$ cat config.mk
export PLATFORM = sky130hd
export DESIGN_NAME = mem_write_arbiter
export DESIGN_NICKNAME = d
export VERILOG_FILES = /design/src/rtl/mem_write_arbiter.sv
export SDC_FILE = /design/constraint.sdc
export NUM_CORES = 1
export LEC_CHECK = 0
export CORE_MARGIN = 4
export CORE_UTILIZATION = 37
export DETAILED_ROUTE_END_ITERATION = 8
export GPL_TIMING_DRIVEN = 0
export PLACE_DENSITY = 0.76
export SYNTH_ARGS = -nofsm -noshare
export SYNTH_HDL_FRONTEND = slang
export SYNTH_SLANG_ARGS = --single-unit
$ cat constraint.sdc
create_clock -name clk -period 1.7 [get_ports clk]
set_input_delay 0.255 -clock clk [delete_from_list [all_inputs] [get_ports clk]]
set_output_delay 0.255 -clock clk [all_outputs]
set_load 0.005 [all_outputs]
$ cat src/rtl/mem_write_arbiter.sv
// Two-requester write arbiter for a shared 32-bit memory port.
// Round-robin arbitration with lock, plus a registered write stage, misalign flag and write counter.
module mem_write_arbiter #(
  parameter int DEPTH = 8
) (
  input  logic             clk,
  input  logic             rst,
  input  logic             req0_valid_i,
  input  logic [DEPTH-1:0] req0_addr_i,
  input  logic [31:0]      req0_data_i,
  input  logic             req0_lock_i,
  input  logic             req1_valid_i,
  input  logic [DEPTH-1:0] req1_addr_i,
  input  logic [31:0]      req1_data_i,
  input  logic             req1_lock_i,
  output logic             req0_ready_o,
  output logic             req1_ready_o,
  output logic             write_o,
  output logic [DEPTH-1:0] wr_addr_o,
  output logic [31:0]      wr_data_o,
  output logic             misalign_o,
  output logic [15:0]      wr_count_o
);

  typedef enum logic [1:0] {IDLE, LOCK0, LOCK1} state_t;

  state_t           state;
  logic             last_grant;
  logic             xfer0;
  logic             xfer1;
  logic [DEPTH-1:0] sel_addr;
  logic [31:0]      sel_data;
  logic             sel_lock;

  // Readies depend only on state and valids; last_grant = 1 means req1 won last, so req0 wins a tie.
  always_comb begin
    req0_ready_o = 1'b0;
    req1_ready_o = 1'b0;
    if (!rst) begin
      case (state)
        IDLE: begin
          req0_ready_o = req0_valid_i && (!req1_valid_i || last_grant);
          req1_ready_o = req1_valid_i && (!req0_valid_i || !last_grant);
        end
        LOCK0:   req0_ready_o = req0_valid_i;
        LOCK1:   req1_ready_o = req1_valid_i;
        default: begin
          req0_ready_o = 1'b0;
          req1_ready_o = 1'b0;
        end
      endcase
    end
  end

  always_comb begin
    xfer0    = req0_valid_i && req0_ready_o;
    xfer1    = req1_valid_i && req1_ready_o;
    sel_addr = xfer1 ? req1_addr_i : req0_addr_i;
    sel_data = xfer1 ? req1_data_i : req0_data_i;
    sel_lock = xfer1 ? req1_lock_i : req0_lock_i;
  end

  // The counter lags write_o by one cycle so it counts beats actually presented to the memory.
  always_ff @(posedge clk) begin
    if (rst) begin
      state      <= IDLE;
      last_grant <= 1'b1;
      write_o    <= 1'b0;
      wr_addr_o  <= '0;
      wr_data_o  <= '0;
      misalign_o <= 1'b0;
      wr_count_o <= '0;
    end else begin
      write_o    <= xfer0 || xfer1;
      wr_count_o <= wr_count_o + {15'd0, write_o};
      if (xfer0 || xfer1) begin
        wr_addr_o  <= sel_addr;
        wr_data_o  <= sel_data;
        last_grant <= xfer1;
        if (sel_addr[1:0] != 2'b00)
          misalign_o <= 1'b1;
        if (sel_lock)
          state <= xfer1 ? LOCK1 : LOCK0;
        else
          state <= IDLE;
      end
    end
  end

endmodule

* Yosys cells after proc, flatten, opt, wreduce, memory -nomap -nowiden
Cells that the tools add are included.
Operators by class: muxes and demuxes 9, reductions and logical operators 13, equality and inequality tests 2, add/sub/neg operators 1
Operators with widths (count):
- $mux W32 | 1
- $add A16 B1 Y16 | 1
- $mux W8 | 1
- $logic_and A1 B1 Y1 | 4
- $mux W2 | 2
- $pmux W1 S2 | 2
- $logic_not A1 Y1 | 3
- $logic_or A1 B1 Y1 | 3
- $mux W1 | 3
- $eq A2 B1 Y1 const B | 1
- $eq A2 B2 Y1 const B | 1
- $logic_not A2 Y1 | 1
- $reduce_and A2 Y1 | 1
- $reduce_bool A2 Y1 | 1
Word-level totals: flip-flop bits (word level) 61, input bits 86, logic and storage cells 32

* Logic depth before layout (Yosys ltp)
Gate-level depths: netlist of run 1.
depth in word-level cells 9, gate-level depth with buffers 6, mapped depth without buffers 6

* Least setup slack after synthesis of run 1
No wires, ideal clock.
path kind register to register, start point register write_o, end point register wr_count_o[15], path buffers 0, setup time 0.070 ns, period minus slack after synthesis 1.411 ns, path slack 0.289 ns, stages on the path, launching flop included 6, data arrival time 1.340 ns, cell sequence dfxtp_1 -> ha_1 -> nand2_1 -> nor2_1 -> or4b_1 -> a21oi_1
On the way: word-level cells in the longest chain between the ends 1
Ends and longest elaborated chain:
- start: declaration | RTL line 18 | output logic write_o,
- start signal: assignment | RTL line 74 | write_o <= xfer0 || xfer1;
- $add A16 B1 Y16 | RTL line 75 | wr_count_o <= wr_count_o + {15'd0, write_o};
- end signal: assignment | RTL line 75
- end: declaration | RTL line 22 | output logic [15:0] wr_count_o
No other way between the ends. A chain may end at the register's enable or synchronous reset.

* Final worst setup path of run 1
start point register last_grant, end point output req0_ready_o
On the way: word-level cells in the longest chain between the ends 4
Ends and longest elaborated chain:
- start: declaration | RTL line 28 | logic last_grant;
- start signal: assignment | RTL line 79 | last_grant <= xfer1;
- $logic_or A1 B1 Y1 | RTL line 42 | req0_ready_o = req0_valid_i && (!req1_valid_i || last_grant);
- $logic_and A1 B1 Y1 | RTL line 42
- $pmux W1 S2 | RTL line 40 | case (state)
- $mux W1 | RTL line 39 | if (!rst) begin
- end: declaration | RTL line 16 | output logic req0_ready_o,
No other way between the ends.

==> impl_metrics.py, run 1 <==
metrics = {
    "run_status": {
        "status": "finished, final reports clean",
    },
    "placed_design": {
        "gp_congestion": 0.8135,
        "post-dp-hpwl_um": 5712,
        "dp_slack_ns": -0.6982,
        "io_buffers": 144,
    },
    "clock_tree": {
        "cts_tree": "built",
        "clock_latency_ns": 0.33,
        "cts_root_buf": "clkbuf_8",
        "cts_hold_buf": 0,
        "cts_buffers": 9,
        "cts.clk_slew.worst_paths_ns": 0.06,
        "clock-sinks": 61,
        "clockBufferDepth": 2,
        "h-tree-depth": 3,
    },
    "worst_setup_path": {
        "cp-end-kind": "primary output",
        "critPathCapture": "req0_ready_o",
        "crit_type": "reg2out",
        "cp_max_fo": 3,
        "r2r-end": "wr_count_o[15]$_SDFF_PP0_",
        "startpoint": "last_grant$_SDFFE_PP1P_",
        "crit_path_start_kind": "register",
        "cp.required_ns": 1.44,
        "rrSetupSlack_ns": 0.11,
        "rr_startpoint": "wr_count_o[2]$_SDFF_PP0_",
        "r2r_cells": 4,
        "cp_data_arrival_time_ns": 1.38,
    },
    "floorplanning": {
        "core-area_mm2": 0.006386,
        "die_h_um": 89.35,
        "initial_core_util_pct": 38.34,
        "die-area_mm2": 0.007983,
        "die_w_um": 89.35,
        "num_rows": 29,
        "num_io_pins": 146,
    },
    "sta": {
        "slew_headroom_pct": 65.49,
        "setup_viol": 0,
        "fmax_mhz": 610.0,
        "hold_violations": 0,
        "drv_slew": 0,
        "finalCriticalPeriod_ns": 1.639,
        "fin_crit_sh_pct": 96.43,
        "worst_pin_slew_ns": 0.5177,
        "setup_ws_ns": 0.06071,
        "fin_skew_ns": 0.008412,
        "tns_ns": 0,
        "rsz0062_at_grt": "no",
    },
    "final_layout": {
        "syn_to_final_growth_pct": 74.35,
        "fillCellCount": 550,
        "antenna_cells": 0,
        "drive_gt1_share_pct": 9.029,
        "final_nets": 528,
    },
    "drt": {
        "drt-pass1-iter-count": 4,
        "drc": 0,
        "routed_via_density": 5.010,
        "wl_per_cell_um": 14.43,
        "drtIter0Drc": 81,
        "ant_nets": 0,
        "wl_um": 7506,
        "vias": 2605,
    },
    "power_and_ir_drop": {
        "p_leak_nw": 1.549,
        "p_per_area_mw_per_mm2": 800.7,
        "power_w": 0.003418,
        "vdd_drop_max_v": 0.0004966,
    },
    "synthesis": {
        "ys_seq_area_share_pct": 49.87,
        "synth_cell_type_count": 34,
        "avgSynthCellArea_um2": 8.808,
        "synth_area_mm2": 0.002449,
        "synth_common_cells": "61 x dfxtp_1, 46 x nand2_1, 45 x a21oi_1, 39 x a22oi_1, 14 x nor2_1",
        "ys_top_cells_by_area": "dfxtp_1 50%, a22oi_1 12%, a21oi_1 9.2%",
        "ys_warn_count": 0,
        "ys_async_sr_fraction_pct": 0,
        "synth_cells": 278,
        "synth_top_area_cell": "dfxtp_1",
        "synthFlopType": "dfxtp_1",
        "synth_edf_count": 0,
        "ys_ff_latch": 61,
        "yosysMostFrequentCell": "dfxtp_1",
        "synth_nets": 366,
        "yosys.area.top_type_share_pct": 49.87,
    },
    "global_routing": {
        "gr-usage-all-layers_pct": 18.80,
        "grt_overflow": 0,
        "antenna_found_initial": 0,
        "grt_pass1_vias": 2545,
        "grt_pass1_wl_um": 11540,
        "grt_max_degree": 11,
    },
    "run": {
        "cap_violations": 0,
    },
    "hold_path": {
        "hp-class": "reg2reg",
    },
}
==> registers in the layout, summed over array words and instances, names as in the netlist <==
name        count
misalign_o      1
wr_count_o     16
last_grant      1
wr_data_o      32
state           2
wr_addr_o       8
write_o         1
==> how the worst min path moves through the flow <==
stage / from / endpoint / depth (start not counted)
after floorplan: req1_lock_i / state[1]$_SDFFE_PP0P_ / 2
after global placement: wr_data_o[20]$_SDFFE_PP0P_ / wr_data_o[20]$_SDFFE_PP0P_ / 2
after detailed placement: wr_addr_o[4]$_SDFFE_PP0P_ / wr_addr_o[4]$_SDFFE_PP0P_ / 2
after CTS: req1_lock_i / state[1]$_SDFFE_PP0P_ / 3
after global routing: wr_data_o[17]$_SDFFE_PP0P_ / wr_data_o[17]$_SDFFE_PP0P_ / 2
final: wr_data_o[17]$_SDFFE_PP0P_ / wr_data_o[17]$_SDFFE_PP0P_ / 2
==> where the power goes <==
group | internal [W] | switching (W) | leakage (nW) | total (W)
clock | 0.000700 | 0.000511 | 0.0923 | 0.00121
combinational | 0.000412 | 0.000239 | 0.958 | 0.000650
sequential | 0.00151 | 0.0000436 | 0.499 | 0.00156
==> critical path: stages (launching register included) <==
cell and delay, ns:
dfxtp_2 0.34, inv_1 0.08, a211oi_4 0.28, buf_6 0.13, dlygate4sd2_1 0.23
==> layout make-up <==
| class | count | area (µm²) | area share [%] |
|---|---|---|---|
| sequential | 61 | 1225 | 28.69 |
| timing repair buffer | 151 | 1490 | 34.91 |
| clock buffer | 12 | 145.1 | 3.400 |
| buffer | 19 | 93.84 | 2.198 |
| clock inverter | 2 | 35.03 | 0.8206 |
| multi-input combinational | 194 | 1169 | 27.37 |
| inverter | 4 | 15.01 | 0.3517 |
| tap | 77 | 96.34 | 2.257 |
==> through the flow <==
step	instances	utilization, %	hold WS, ns	cell area, µm²
after global routing	520	66.85	0.4696	4269
after global placement	499	62.42	0.4417	3986
after floorplan	278	-	0.3540	2449
after CTS	518	66.46	0.4530	4244
final	520	66.85	0.4524	4269
after detailed placement	499	62.42	0.4478	3986
==> layer usage <==
| layer | routed length (µm) | up-vias | share of wire [%] | GRT usage [%] |
|---|---|---|---|---|
| met5 | 0 | - | 0 | 0 |
| met4 | 107 | 0 | 1.4 | 8.254 |
| met3 | 690 | 10 | 9.2 | 7.650 |
| met2 | 3862 | 81 | 51 | 32.42 |
| met1 | 2846 | 1197 | 38 | 20.19 |
| li1 | - | 1317 | - | - |
==> cell families after synthesis <==
logic type / after synthesis / synth area share, %
adder cells (fa/ha/maj): 2 / 1.022
flip-flops: 61 / 49.87
buffers and inverters: 23 / 3.934
AND/OR/NAND/NOR: 88 / 16.91
XOR/XNOR: 12 / 4.292
AO/OA/AOI/OAI: 92 / 23.97
==> repair_timing <==
| item | CTS | global route |
|---|---|---|
| pin swaps | 3 | 2 |
| setup endpoints to repair | 2 | 25 |
| buffers inserted | 5 | 2 |
| gates resized for setup | 17 | 4 |
==> layout by cell type, fill, tap and decap left out, drive strengths merged <==
master and count:
a211oi 1, a21o 1, a21oi 45, a221oi 1
a22oi 39, and2 1, and3 1, and3b 1
and4 3, buf 16, bufinv 1, clkbuf 22
clkdlybuf4s15 1, clkdlybuf4s50 140, clkinv 1, dfxtp 61
dlygate4sd2 3, ha 2, inv 4, nand2 46
nand2b 3, nand3 7, nand4 3, nor2 14
nor2b 3, nor3 2, nor4 2, o21ai 1
o221a 1, o31ai 2, o41ai 1, or4 1
or4b 1, xnor2 6, xor2 6
No activity file was read; power rests on OpenSTA's default activity.
==> run 2: changes to the inputs <==
- HOLD_SLACK_MARGIN: not set -> 0.03
==> results of run 2 <==
Final layout, timing and power as in run 1 (identical DEF).
==> run 3: changes to the inputs <==
- GPL_ROUTABILITY_DRIVEN: not set -> 0
- GPL_TIMING_DRIVEN: 0 -> not set
==> impl_metrics.py, run 3 (synthesized netlist as in run 1, its figures left out) <==
metrics = {
    "final_layout": {
        "reg.largest.list": "wr_data_o (32), wr_count_o (16), wr_addr_o (8)",
        "syn_to_final_growth_pct": 76.19,
        "antenna_cells": 0,
        "drive_gt1_share_pct": 9.361,
        "largest_reg_flops": 32,
        "final_nets": 521,
        "final_cell_mix": "142 x clkdlybuf4s50_1, 61 x dfxtp_1, 46 x nand2_1",
        "largest_register": "wr_data_o",
        "final_common_cell": "clkdlybuf4s50_1",
        "design_area_mm2": 0.004314,
    },
    "worst_setup_path": {
        "path_delay_family": "buffers and inverters",
        "cp-end-kind": "primary output",
        "crit_chain": "clkdlybuf4s50_1 > nor2b_2 > a211oi_4 > clkdlybuf4s15_1",
        "rrSetupSlack_ns": 0.14,
        "cp.buffers_inverters": 2,
        "cp.required_ns": 1.44,
        "cp_slowest_cell": "clkdlybuf4s50_1",
        "cp_slowest_stage_delay_ns": 0.43,
        "crit_path_start_kind": "input pin",
        "crit_type": "in2out",
        "cp_max_fo": 3,
        "cp_data_arrival_time_ns": 1.39,
    },
    "clock_tree": {
        "clockBufferDepth": 2,
        "cts_buffers": 9,
        "clock-sinks": 61,
        "h-tree-depth": 3,
        "cts_tree": "built",
        "cts_hold_buf": 0,
        "cts_post_setup_buffers_inserted": 0,
        "ctsResizeCount": 2,
        "cts.clk_slew.worst_paths_ns": 0.07,
        "cts_root_buf": "clkbuf_8",
        "clock_latency_ns": 0.32,
    },
    "drt": {
        "drc": 0,
        "drt-pass1-iter-count": 4,
        "wl_per_cell_um": 14.44,
        "vias": 2643,
        "wl_um": 7439,
        "drtIter0Drc": 87,
        "routed_via_density": 5.132,
        "ant_nets": 0,
    },
    "floorplanning": {
        "initial_core_util_pct": 38.34,
        "core-area_mm2": 0.006386,
        "die_h_um": 89.35,
        "num_io_pins": 146,
        "die_w_um": 89.35,
        "num_rows": 29,
        "die-area_mm2": 0.007983,
    },
    "sta": {
        "hold_violations": 0,
        "finalHoldWorstSlack_ns": 0.4263,
        "finalCriticalPeriod_ns": 1.641,
        "fin_crit_sh_pct": 96.55,
        "drv_slew": 0,
        "fmax_mhz": 609.2,
        "worst_pin_slew_ns": 0.4337,
        "slew_headroom_pct": 71.09,
        "setup_viol": 0,
        "fin_skew_ns": 0.006049,
        "rsz0062_at_grt": "no",
    },
    "global_routing": {
        "grt_pass1_vias": 2516,
        "grt_max_degree": 43,
        "grt_pass1_wl_um": 11590,
        "antenna_found_initial": 0,
        "gr-usage-all-layers_pct": 18.80,
        "grt_overflow": 0,
    },
    "hold_path": {
        "hp-class": "in2reg",
    },
    "power_and_ir_drop": {
        "p_per_area_mw_per_mm2": 845.2,
        "vdd_drop_max_v": 0.0005894,
        "power_w": 0.003646,
        "p_leak_nw": 1.574,
    },
    "placed_design": {
        "placed_cell_area_mm2": 0.004084,
        "post-dp-hpwl_um": 5667,
        "io_buffers": 145,
    },
    "run_status": {
        "status": "finished, final reports clean",
    },
    "run": {
        "cap_violations": 0,
    },
}
run 3: layer usage:
metal	routed length, µm	up-vias	GRT usage [%]
met2	3776	92	31.48
met3	643	10	6.912
met5	0	-	0
li1	-	1304	-
met4	136	0	7.578
met1	2882	1237	21.71
run 3: cell type report:
| class | instances | area, µm² |
|---|---|---|
| clock buffers | 12 | 155.1 |
| clock inverters | 4 | 70.07 |
| fillers | 539 | 2072 |
| inverters | 4 | 15.01 |
| multi-input cells | 194 | 1147 |
| flip-flops and latches | 61 | 1221 |
| well taps | 77 | 96.34 |
| repair buffers | 163 | 1609 |
run 3: stage by stage:
stage                     std cells  setup slack (ns)  setup TNS (ns)  utilization, %
after floorplan                 278            0.2892               0               -
after global placement          499           -0.2561          -7.425           63.95
after detailed placement        499           -0.2615          -7.988           63.95
after CTS                       515           0.01250               0           67.44
after global routing            515          0.005004               0           67.55
final                           515           0.05857               0           67.55
run 3: final timing paths:
path | start | to | depth (start not counted)
min reg2reg | wr_data_o[26]$_SDFFE_PP0P_ | wr_data_o[26]$_SDFFE_PP0P_ | 2
max | req1_valid_i | req0_ready_o | 4
max reg2reg | write_o$_SDFF_PP0_ | wr_count_o[14]$_SDFF_PP0_ | 6
min | rst | wr_count_o[4]$_SDFF_PP0_ | 3
run 3: power breakdown:
group          internal (W)  leakage [nW]  switching, W
registers           0.00151         0.499     0.0000412
clock network      0.000902         0.116      0.000543
logic              0.000412         0.959      0.000236
total               0.00283          1.57      0.000819
run 3: worst register-to-register path, delay by kind of cell (launching register included):
family / cells / cell delay (ns)
and+or+nand+nor: 3 / 0.53
DFF: 1 / 0.35
xor gates and xnor gates: 1 / 0.15
adders and majority gates: 2 / 0.42
